`src/rtl/race_stats_ctrl_if.sv`:
```
// -----------------------------------------------------------------------------
// race_stats_ctrl_if
//
// Bundles the rider controls and the HUD statistics of race_stats_ctrl.
//
//   start     controller -> engine  start/restart request (level)
//   accel     controller -> engine  accelerate
//   brake     controller -> engine  brake, priority over accel
//   crash     controller -> engine  collision pulse
//   speed     engine -> controller  current speed (8 b)
//   score     engine -> controller  accumulated score (20 b)
//   lives     engine -> controller  remaining lives (3 b)
//   state     engine -> controller  00 IDLE, 01 RUN, 10 CRASH, 11 OVER
//   game_over engine -> controller  high while in OVER
//
// modport master : the side that drives the controls (game logic / bench)
// modport slave  : the statistics engine itself
// -----------------------------------------------------------------------------
interface race_stats_ctrl_if;
    logic        start;
    logic        accel;
    logic        brake;
    logic        crash;
    logic [7:0]  speed;
    logic [19:0] score;
    logic [2:0]  lives;
    logic [1:0]  state;
    logic        game_over;

    modport master (
        output start, accel, brake, crash,
        input  speed, score, lives, state, game_over
    );

    modport slave (
        input  start, accel, brake, crash,
        output speed, score, lives, state, game_over
    );
endinterface

```
`src/rtl/race_stats_ctrl.sv`:
```
// -----------------------------------------------------------------------------
// race_stats_ctrl
//
// Game-statistics engine feeding the BCD digit extractor of the HUD. Converts
// rider controls and crash events into a binary speed and score, and owns the
// IDLE/RUN/CRASH/OVER state machine and the lives count.
//
// Ports:
//   clk    system clock
//   reset  asynchronous reset, active-low
//   bus    race_stats_ctrl_if.slave (controls in, statistics out)
//
// Game time advances in ticks: a one-cycle pulse every TICK_DIV clocks, only
// while in RUN or CRASH. The tick counter restarts on every state change, so
// the first tick after entering a state lands TICK_DIV cycles later.
//
// Build option:
//   SPEED_BONUS_EN  when defined, a RUN tick whose pre-update speed is >= 150
//                   adds twice the speed to the score instead of once.
// -----------------------------------------------------------------------------
module race_stats_ctrl #(
    parameter int unsigned TICK_DIV    = 2_500_000,
    parameter logic [7:0]  MAX_SPEED   = 8'd199,
    parameter logic [7:0]  ACCEL_STEP  = 8'd2,
    parameter logic [7:0]  BRAKE_STEP  = 8'd6,
    parameter int unsigned CRASH_TICKS = 16,
    parameter logic [2:0]  START_LIVES = 3'd3
) (
    input  logic              clk,
    input  logic              reset,
    race_stats_ctrl_if.slave  bus
);

    localparam int CNT_W = (TICK_DIV > 1) ? $clog2(TICK_DIV) : 1;
    localparam int CT_W  = (CRASH_TICKS > 1) ? $clog2(CRASH_TICKS) : 1;
    localparam logic [20:0] SCORE_MAX = 21'd999_999;

    typedef enum logic [1:0] {
        IDLE  = 2'b00,
        RUN   = 2'b01,
        CRASH = 2'b10,
        OVER  = 2'b11
    } state_e;

    state_e            state_q, state_d;
    logic [7:0]        speed_q, speed_d;
    logic [19:0]       score_q, score_d;
    logic [2:0]        lives_q, lives_d;
    logic              game_over_q, game_over_d;
    logic [CNT_W-1:0]  tick_cnt_q, tick_cnt_d;
    logic [CT_W-1:0]   crash_cnt_q, crash_cnt_d;

    logic              timed;
    logic              tick;
    logic [8:0]        speed_up;
    logic [7:0]        speed_next;
    logic [20:0]       score_inc;
    logic [20:0]       score_sum;

    assign timed = (state_q == RUN) || (state_q == CRASH);
    assign tick  = timed && (tick_cnt_q == CNT_W'(TICK_DIV - 1));

    // Speed after a RUN tick: brake beats accel, no controls means coasting.
    assign speed_up = {1'b0, speed_q} + {1'b0, ACCEL_STEP};

    always_comb begin
        speed_next = 8'd0;
        if (bus.brake) begin
            speed_next = (speed_q > BRAKE_STEP) ? (speed_q - BRAKE_STEP) : 8'd0;
        end else if (bus.accel) begin
            speed_next = (speed_up > {1'b0, MAX_SPEED}) ? MAX_SPEED : speed_up[7:0];
        end else begin
            speed_next = (speed_q != 8'd0) ? (speed_q - 8'd1) : 8'd0;
        end
    end

    // Score increment uses the speed held before this tick's update. The sum
    // is one bit wider than the score so the clamp sees any overshoot.
`ifdef SPEED_BONUS_EN
    assign score_inc = (speed_q >= 8'd150) ? {12'd0, speed_q, 1'b0} : {13'd0, speed_q};
`else
    assign score_inc = {13'd0, speed_q};
`endif
    assign score_sum = {1'b0, score_q} + score_inc;

    always_comb begin
        // NOTE: every _d gets its hold value first; a path that leaves one
        // unassigned in combinational logic would infer a latch.
        state_d     = state_q;
        speed_d     = speed_q;
        score_d     = score_q;
        lives_d     = lives_q;
        crash_cnt_d = crash_cnt_q;
        tick_cnt_d  = '0;
        if (timed) begin
            tick_cnt_d = tick ? '0 : tick_cnt_q + CNT_W'(1);
        end

        unique case (state_q)
            IDLE, OVER: begin
                if (bus.start) begin
                    state_d = RUN;
                    speed_d = 8'd0;
                    score_d = 20'd0;
                    lives_d = START_LIVES;
                end
            end
            RUN: begin
                // A crash pre-empts a coincident tick: no score, no speed update.
                if (bus.crash) begin
                    state_d     = CRASH;
                    speed_d     = 8'd0;
                    lives_d     = (lives_q != 3'd0) ? (lives_q - 3'd1) : 3'd0;
                    crash_cnt_d = '0;
                end else if (tick) begin
                    speed_d = speed_next;
                    score_d = (score_sum > SCORE_MAX) ? SCORE_MAX[19:0] : score_sum[19:0];
                end
            end
            CRASH: begin
                if (tick) begin
                    if (crash_cnt_q == CT_W'(CRASH_TICKS - 1)) begin
                        state_d = (lives_q == 3'd0) ? OVER : RUN;
                    end else begin
                        crash_cnt_d = crash_cnt_q + CT_W'(1);
                    end
                end
            end
            default: state_d = IDLE;
        endcase

        if (state_d != state_q) begin
            tick_cnt_d = '0;
        end
        game_over_d = (state_d == OVER);
    end

    always_ff @(posedge clk or negedge reset) begin
        if (!reset) begin
            state_q     <= IDLE;
            speed_q     <= 8'd0;
            score_q     <= 20'd0;
            lives_q     <= START_LIVES;
            game_over_q <= 1'b0;
            tick_cnt_q  <= '0;
            crash_cnt_q <= '0;
        end else begin
            // NOTE: non-blocking here so every flop samples the pre-edge values.
            state_q     <= state_d;
            speed_q     <= speed_d;
            score_q     <= score_d;
            lives_q     <= lives_d;
            game_over_q <= game_over_d;
            tick_cnt_q  <= tick_cnt_d;
            crash_cnt_q <= crash_cnt_d;
        end
    end

    assign bus.state     = state_q;
    assign bus.speed     = speed_q;
    assign bus.score     = score_q;
    assign bus.lives     = lives_q;
    assign bus.game_over = game_over_q;

endmodule

```
`src/flat_wrapper.sv`:
```
// flat-port wrapper written by rule: the top's interface ports become plain ports
module race_stats_ctrl_flat 
#(
    parameter int unsigned TICK_DIV    = 2_500_000,
    parameter logic [7:0]  MAX_SPEED   = 8'd199,
    parameter logic [7:0]  ACCEL_STEP  = 8'd2,
    parameter logic [7:0]  BRAKE_STEP  = 8'd6,
    parameter int unsigned CRASH_TICKS = 16,
    parameter logic [2:0]  START_LIVES = 3'd3
)
  (clk, reset, bus_start, bus_accel, bus_brake, bus_crash, bus_speed, bus_score, bus_lives, bus_state, bus_game_over);
  race_stats_ctrl_if bus_i ();
  input  logic clk;
  input  logic reset;
  input wire logic [$bits(bus_i.start)-1:0] bus_start;
  input wire logic [$bits(bus_i.accel)-1:0] bus_accel;
  input wire logic [$bits(bus_i.brake)-1:0] bus_brake;
  input wire logic [$bits(bus_i.crash)-1:0] bus_crash;
  output wire logic [$bits(bus_i.speed)-1:0] bus_speed;
  output wire logic [$bits(bus_i.score)-1:0] bus_score;
  output wire logic [$bits(bus_i.lives)-1:0] bus_lives;
  output wire logic [$bits(bus_i.state)-1:0] bus_state;
  output wire logic [$bits(bus_i.game_over)-1:0] bus_game_over;
  assign bus_i.start = bus_start;
  assign bus_i.accel = bus_accel;
  assign bus_i.brake = bus_brake;
  assign bus_i.crash = bus_crash;
  assign bus_speed = bus_i.speed;
  assign bus_score = bus_i.score;
  assign bus_lives = bus_i.lives;
  assign bus_state = bus_i.state;
  assign bus_game_over = bus_i.game_over;
  race_stats_ctrl #(.TICK_DIV(TICK_DIV), .MAX_SPEED(MAX_SPEED), .ACCEL_STEP(ACCEL_STEP), .BRAKE_STEP(BRAKE_STEP), .CRASH_TICKS(CRASH_TICKS), .START_LIVES(START_LIVES)) u_core (.clk(clk), .reset(reset), .bus(bus_i));
endmodule
```
`config.mk`:
```
export PLATFORM = sky130hd
export DESIGN_NAME = race_stats_ctrl_flat
export DESIGN_NICKNAME = d
export VERILOG_FILES = /design/src/rtl/race_stats_ctrl_if.sv /design/src/rtl/race_stats_ctrl.sv /design/src/flat_wrapper.sv
export SDC_FILE = /design/constraint.sdc
export NUM_CORES = 1
export LEC_CHECK = 0
export ABC_CLOCK_PERIOD_IN_PS = 2900
export BUFFER_PORTS_ARGS = -buffer_cell sky130_fd_sc_hd__buf_2
export CORE_ASPECT_RATIO = 1.75
export CORE_MARGIN = 1.5
export CORE_UTILIZATION = 55
export CTS_CLUSTER_SIZE = 20
export DETAILED_ROUTE_END_ITERATION = 8
export PLACE_DENSITY = 0.78
export SLEW_MARGIN = 25
export SYNTH_ARGS = -nofsm -noshare
export SYNTH_HDL_FRONTEND = slang
export SYNTH_SLANG_ARGS = --single-unit
```
`constraint.sdc`:
```
create_clock -name clk -period 2.9 [get_ports clk]
set_input_delay 0.145 -clock clk [delete_from_list [all_inputs] [get_ports clk]]
set_output_delay 0.145 -clock clk [all_outputs]
set_load 0.02 [all_outputs]
```
After elaboration in Yosys (flattened, before gate mapping)
Cells that the tools add are included.
{"block": "totals", "regBits": 60, "elab_cells": 75}
{"block": "classes", "n_addsub": 7, "order_cmp": 3, "eq_ne": 14, "muxes": 31, "n_reduce_logical": 13}
{"cell": "2-to-1 mux 20 bit", "count": 4}
{"cell": "2-to-1 mux 22 bit", "count": 3}
{"cell": "2-to-1 mux 8 bit", "count": 8}
{"cell": "one-hot mux 20 bit (2 select lines)", "count": 1}
{"cell": "adder 22 x 1 -> 22 bit (second input constant)", "count": 1}
{"cell": "== test 22 bit (second input constant)", "count": 1}
{"cell": "adder 20 x 8 -> 21 bit", "count": 1}
{"cell": "> comparator 21 x 20 -> 1 bit (second input constant)", "count": 1}
{"cell": "one-hot mux 8 bit (2 select lines)", "count": 1}
{"cell": "2-to-1 mux 4 bit", "count": 3}
{"cell": "2-to-1 mux 2 bit", "count": 5}
{"cell": "adder 8 x 2 -> 9 bit (second input constant)", "count": 1}
{"cell": "> comparator 9 x 8 -> 1 bit (second input constant)", "count": 1}
{"cell": "2-to-1 mux 3 bit", "count": 3}
{"cell": "> comparator 8 x 3 -> 1 bit (second input constant)", "count": 1}
{"cell": "!= test 2 bit (second input constant)", "count": 4}
{"cell": "one-hot mux 4 bit (2 select lines)", "count": 1}
{"cell": "AND reduction 4 bit", "count": 2}
{"cell": "nonzero test 8 bit", "count": 1}
{"cell": "subtractor 8 x 1 -> 8 bit (second input constant)", "count": 1}
{"cell": "subtractor 8 x 3 -> 8 bit (second input constant)", "count": 1}
{"cell": "== test 2 bit (second input constant)", "count": 3}
{"cell": "one-hot mux 2 bit (3 select lines)", "count": 1}
{"cell": "one-hot mux 3 bit (2 select lines)", "count": 1}
{"cell": "15 further kinds", "count": 18}

Logic depth before layout (Yosys ltp)
{"block": "depth", "depth_word": 8, "depth_mapped": 13}

Worst setup path after synthesis
No wires, ideal clock.
{"block": "synth_path", "path_type": "reg-to-reg", "start": "register u_core.speed_q[1] (netlist: u_core.bus.speed[1])", "end": "register u_core.score_q[8] (netlist: u_core.bus.score[8])", "setup_ps": 120, "arrival_time_ps": 2964, "path_slack_ps": -184, "path_stages_with_launch": 13, "synth_period_minus_slack_ps": 3084, "cell_sequence": "dfrtp_1 inv_1 fa_1 nand2b_1 a21oi_2 o21ai_0 nor4b_1 mux2_2 o211ai_2 a31oi_4 buf_6 o41ai_2 a31o_1"}
{"block": "synth_via", "elab_chain_len": 6}
{"item": "from (decl)", "line": "race_stats_ctrl.sv:46", "rtl": "logic [7:0] speed_q, speed_d;"}
{"item": "from (signal assigned)", "line": "race_stats_ctrl.sv:150", "rtl": "speed_q <= speed_d;"}
{"item": "adder 20 x 8 -> 21 bit (*)", "line": "race_stats_ctrl.sv:84", "rtl": "assign score_sum = {1'b0, score_q} + score_inc;"}
{"item": "> comparator 21 x 20 -> 1 bit", "line": "race_stats_ctrl.sv:117", "rtl": "score_d = (score_sum > SCORE_MAX) ? SCORE_MAX[19:0] : score_sum[19:0];"}
{"item": "2-to-1 mux 20 bit (*)", "line": "race_stats_ctrl.sv:117"}
{"item": "2-to-1 mux 20 bit (*)", "line": "race_stats_ctrl.sv:115", "rtl": "end else if (tick) begin"}
{"item": "2-to-1 mux 20 bit (*)", "line": "race_stats_ctrl.sv:110", "rtl": "if (bus.crash) begin"}
{"item": "one-hot mux 20 bit (2 select lines) (*)", "line": "race_stats_ctrl.sv:99", "rtl": "unique case (state_q)"}
{"item": "to (signal assigned)", "line": "race_stats_ctrl.sv:151", "rtl": "score_q <= score_d;"}
{"item": "to (decl)", "line": "race_stats_ctrl.sv:47", "rtl": "logic [19:0] score_q, score_d;"}
Mark *: on every way between the ends. The rest lies on a longest branch, timed or not. The select of a mux whose other input is x is not followed.
A chain may end at the register's enable or synchronous reset.

Worst setup path after layout
{"block": "layout_path", "start": "register u_core.score_q[0] (netlist: u_core.bus.score[0])", "end": "register u_core.score_q[7] (netlist: u_core.bus.score[7])"}
{"block": "layout_via", "elab_chain_len": 6}
{"item": "adder 20 x 8 -> 21 bit (*)", "line": "race_stats_ctrl.sv:84"}
{"item": "> comparator 21 x 20 -> 1 bit", "line": "race_stats_ctrl.sv:117"}
{"item": "2-to-1 mux 20 bit (*)", "line": "race_stats_ctrl.sv:117"}
{"item": "2-to-1 mux 20 bit (*)", "line": "race_stats_ctrl.sv:115"}
{"item": "2-to-1 mux 20 bit (*)", "line": "race_stats_ctrl.sv:110"}
{"item": "one-hot mux 20 bit (2 select lines) (*)", "line": "race_stats_ctrl.sv:99"}
Marked as above.

==> metrics.md <==
| Metric | Value |
|---|---|
| Routed wire length | 14100 µm |
| Reg clk slew, reported paths | 0.06 ns |
| Worst-path cell chain | ha_2, inv_2, fa_2, nand2b_4, a21oi_4, nor2b_2, xor2_1, a311oi_2, o221ai_2, a31oi_4, buf_6, or3_4, o21ai_2 |
| Worst slack at placement | -0.182 ns |
| Share of cells above drive strength 1 | 0.300 |
| Worst setup EP type | register |
| Clock Root Buffer | clkbuf_16 |
| Post-synthesis adder-cell area fraction | 0.0608 |
| Starting Density | 0.562 |
| Tcrit/Tclk final | 1.03 |
| Ports | 40 |
| Largest family of logic cells by synthesized area | simple AND/OR/NAND/NOR gates |
| Remaining DRCs | 0 |
| CP Class | reg2reg |
| Clock sink count | 60 |
| Largest net degree at the start of global routing | 35 |
| Top cells by area, synth | dfrtp_1 33%, ha_1 5.6%, nor2_1 5.4%, nand3_1 4.2%, nand2_1 3.5% |
| Status | finished with violations |
| Antenna Nets Post-Route | 0 |
| Share of the synthesized area in the top cell type | 0.326 |
| Initial antenna violation count | 0 |
| CP startpoint kind | register |
| Die Area | 0.00866 mm² |
| PwrDens | 637 mW/mm² |
| Most frequent cell after synthesis | nor2_1 |
| Avg WL per Cell | 19.3 µm |
| Max Fanout on Critical Path | 8 |
| H-tree depth | 3 |
| DR iter-0 viols | 476 |
| Final hold viol count | 0 |
| Global-route usage over all layers | 0.329 |
| Dpl hpwl | 9980 µm |
| Total vias in the final route | 4688 |
| Buffers added on ports | 39 |
| CTS Buf Count | 9 |
| Post-synth EDFFs | 0 |
| Final Util | 0.731 |
| Final setup fails | 12 |
| Commonest cells post-synth | 64 x nor2_1, 58 x dfrtp_1, 42 x nand2_1, 37 x nand3_1 |
| Worst EP required | 3.17 ns |
| Fmax | 334 MHz |
| Gate Count Post-Synth | 536 |
| Clk buf depth | 2 |
| Pleak | 2.58 nW |
| Fin. max-slew vios | 0 |
| Row count | 43 |
| WP data arrival | 3.27 ns |
| Layout area overhead | 29.9% |
| CTS tree | done |
| Min-Delay Path Class | in2reg |
| Setup TNS | -0.648 ns |
| RSZ-0062 raised after global routing | true |
| Syn Area/Cell | 8.30 µm² |
| Vias in the first global route | 4611 |
| GRT Residual Overflow | 0 |
| Complex-gate fraction of the synthesized area | 0.226 |
| Post-synth top area cell | dfrtp_1 |
| Most used DFF post-synth | dfrtp_1 |
| Core area | 0.00791 mm² |
| Synth warnings | 0 |
| Vias per std cell | 6.41 |
| Slew @ Worst Pin | 0.712 ns |
| Post-synthesis mux area share | 0.0146 |
| Peak supply drop | 0.425 mV |
| Die height | 122 µm |
| Syn_nets | 563 |
| Slew HR | 0.525 |
| Minimum clock period | 3.00 ns |
| Failing checks | negative setup slack |
| Die width | 71.0 µm |
| Synth Area in Simple Gates | 0.244 |
| Final GP Congestion | 0.973 |
| Critical path's largest stage delay | 0.38 ns |
| Skew-Pair Late Insertion Delay | 0.34 ns |
| First-pass GRT wire length | 22100 µm |
| Post-synth ARST share | 1.00 |
| Layout Skew | 0.00851 ns |
| Slowest CP cell | or3_4 |
| DR pass1 iterations | 5 |
| NumNets Final | 663 |
| Synthesized flop and latch total | 60 |
| Post-synthesis xor/xnor area fraction | 0.0709 |
| Setup WS post-layout | -0.0967 ns |
| Diodes inserted | 0 |
| Synth cell types | 70 |
| Mapped cell area | 0.00445 mm² |
| Seq/Total Area, Yosys | 0.338 |
| Max-Cap Viols | 0 |
final timing paths:
path,slack (ns),start,cells past startpoint,endpoint
worst max-delay path,-0.1,u_core.bus.score[0]$_DFFE_PN0P_,13,u_core.bus.score[7]$_DFFE_PN0P_
worst min-delay path,0.15,bus_crash,3,u_core.bus.lives[0]$_DFFE_PN1P_
worst max register to register,-0.1,u_core.bus.score[0]$_DFFE_PN0P_,13,u_core.bus.score[7]$_DFFE_PN0P_
worst min register to register,0.49,u_core.crash_cnt_q[3]$_DFFE_PN0P_,1,u_core.crash_cnt_q[3]$_DFFE_PN0P_
max in group asynchronous,1.82,reset,3,u_core.bus.lives[0]$_DFFE_PN1P_
min in group asynchronous,0.40,reset,2,u_core.bus.score[6]$_DFFE_PN0P_
area by class of cell:
class | instances | area (µm²)
Multi-Input combinational cell | 425 | 2960
Fill cell | 584 | 2130
Sequential cell | 60 | 1510
Timing Repair Buffer | 116 | 803
Clock buffer | 12 | 256
Tap cell | 90 | 113
Inverter | 24 | 90.1
Clock inverter | 4 | 47.5
routing by layer:
layer  global-route usage  share of wire
met5                    0              0
met4                0.208          0.054
met3               0.0653          0.047
met2                0.595           0.54
met1                0.341           0.35
power breakdown:
part	switching, mW	internal, mW	total (mW)
combinational	1.04	0.566	1.60
sequential	0.0793	0.917	0.996
clock	0.376	0.708	1.08
critical path, delay by kind of cell, from the launching register on:
kind | cells | cell delay [ns]
buffers and inverters | 2 | 0.21
xor gates and xnor gates | 1 | 0.27
adders and majority gates | 2 | 0.53
DFF | 1 | 0.35
AOI/OAI and AO/OA | 5 | 0.93
and+or+nand+nor | 3 | 0.62
sequential cells by signal (all words and copies together), names as in the netlist:
register,flops
u_core.tick_cnt_q,22
u_core.bus.score,20
u_core.bus.speed,8
u_core.crash_cnt_q,4
u_core.bus.lives,3
u_core.bus.state,2
u_core.bus.game_over,1
kinds of logic after synthesis:
logic type / Yosys count
muxes: 6
xor gates and xnor gates: 36
DFF: 60
adders and majority gates: 21
AOI/OAI and AO/OA: 141
buffers and inverters: 51
and+or+nand+nor: 221
through the flow:
step                hold WS, ns  cells  cell area [µm²]  power [mW]
floorplan                -0.151    536             4450        2.06
global placement          0.222    704             5150        2.50
detailed placement        0.226    704             5150        2.54
CTS                       0.140    726             5630        3.66
global route              0.158    731             5780        3.91
finish                    0.148    731             5780        3.68
cells in the final DEF, fill, tap and decap left out, drive strengths merged, types with 4 or more instances in the layout:
cell	Yosys	layout
a211oi	7	7
dfrtp	58	58
xnor2	18	18
o211ai	8	8
nor3	21	21
a21o	5	5
nor2b	7	7
a31o	5	5
ha	20	20
nor4b	5	5
nor2	64	64
a21oi	27	27
nand2b	6	6
mux2	4	4
or3	8	8
o21ai	35	35
nand3	37	37
inv	24	24
o31ai	10	10
a31oi	5	5
o311ai	4	4
xor2	18	18
nand4	7	7
nand2	42	42
o22ai	7	7
buf	7	115
and3	11	11
clkbuf	20	12
repair_timing:
item,CTS,global route
hold endpoints to repair,26,0
setup buffers,5,5
pin swaps,12,16
hold buffers,1,0
setup endpoints to repair,16,40
resized for setup,24,23
(Power assumes the default switching activity.)
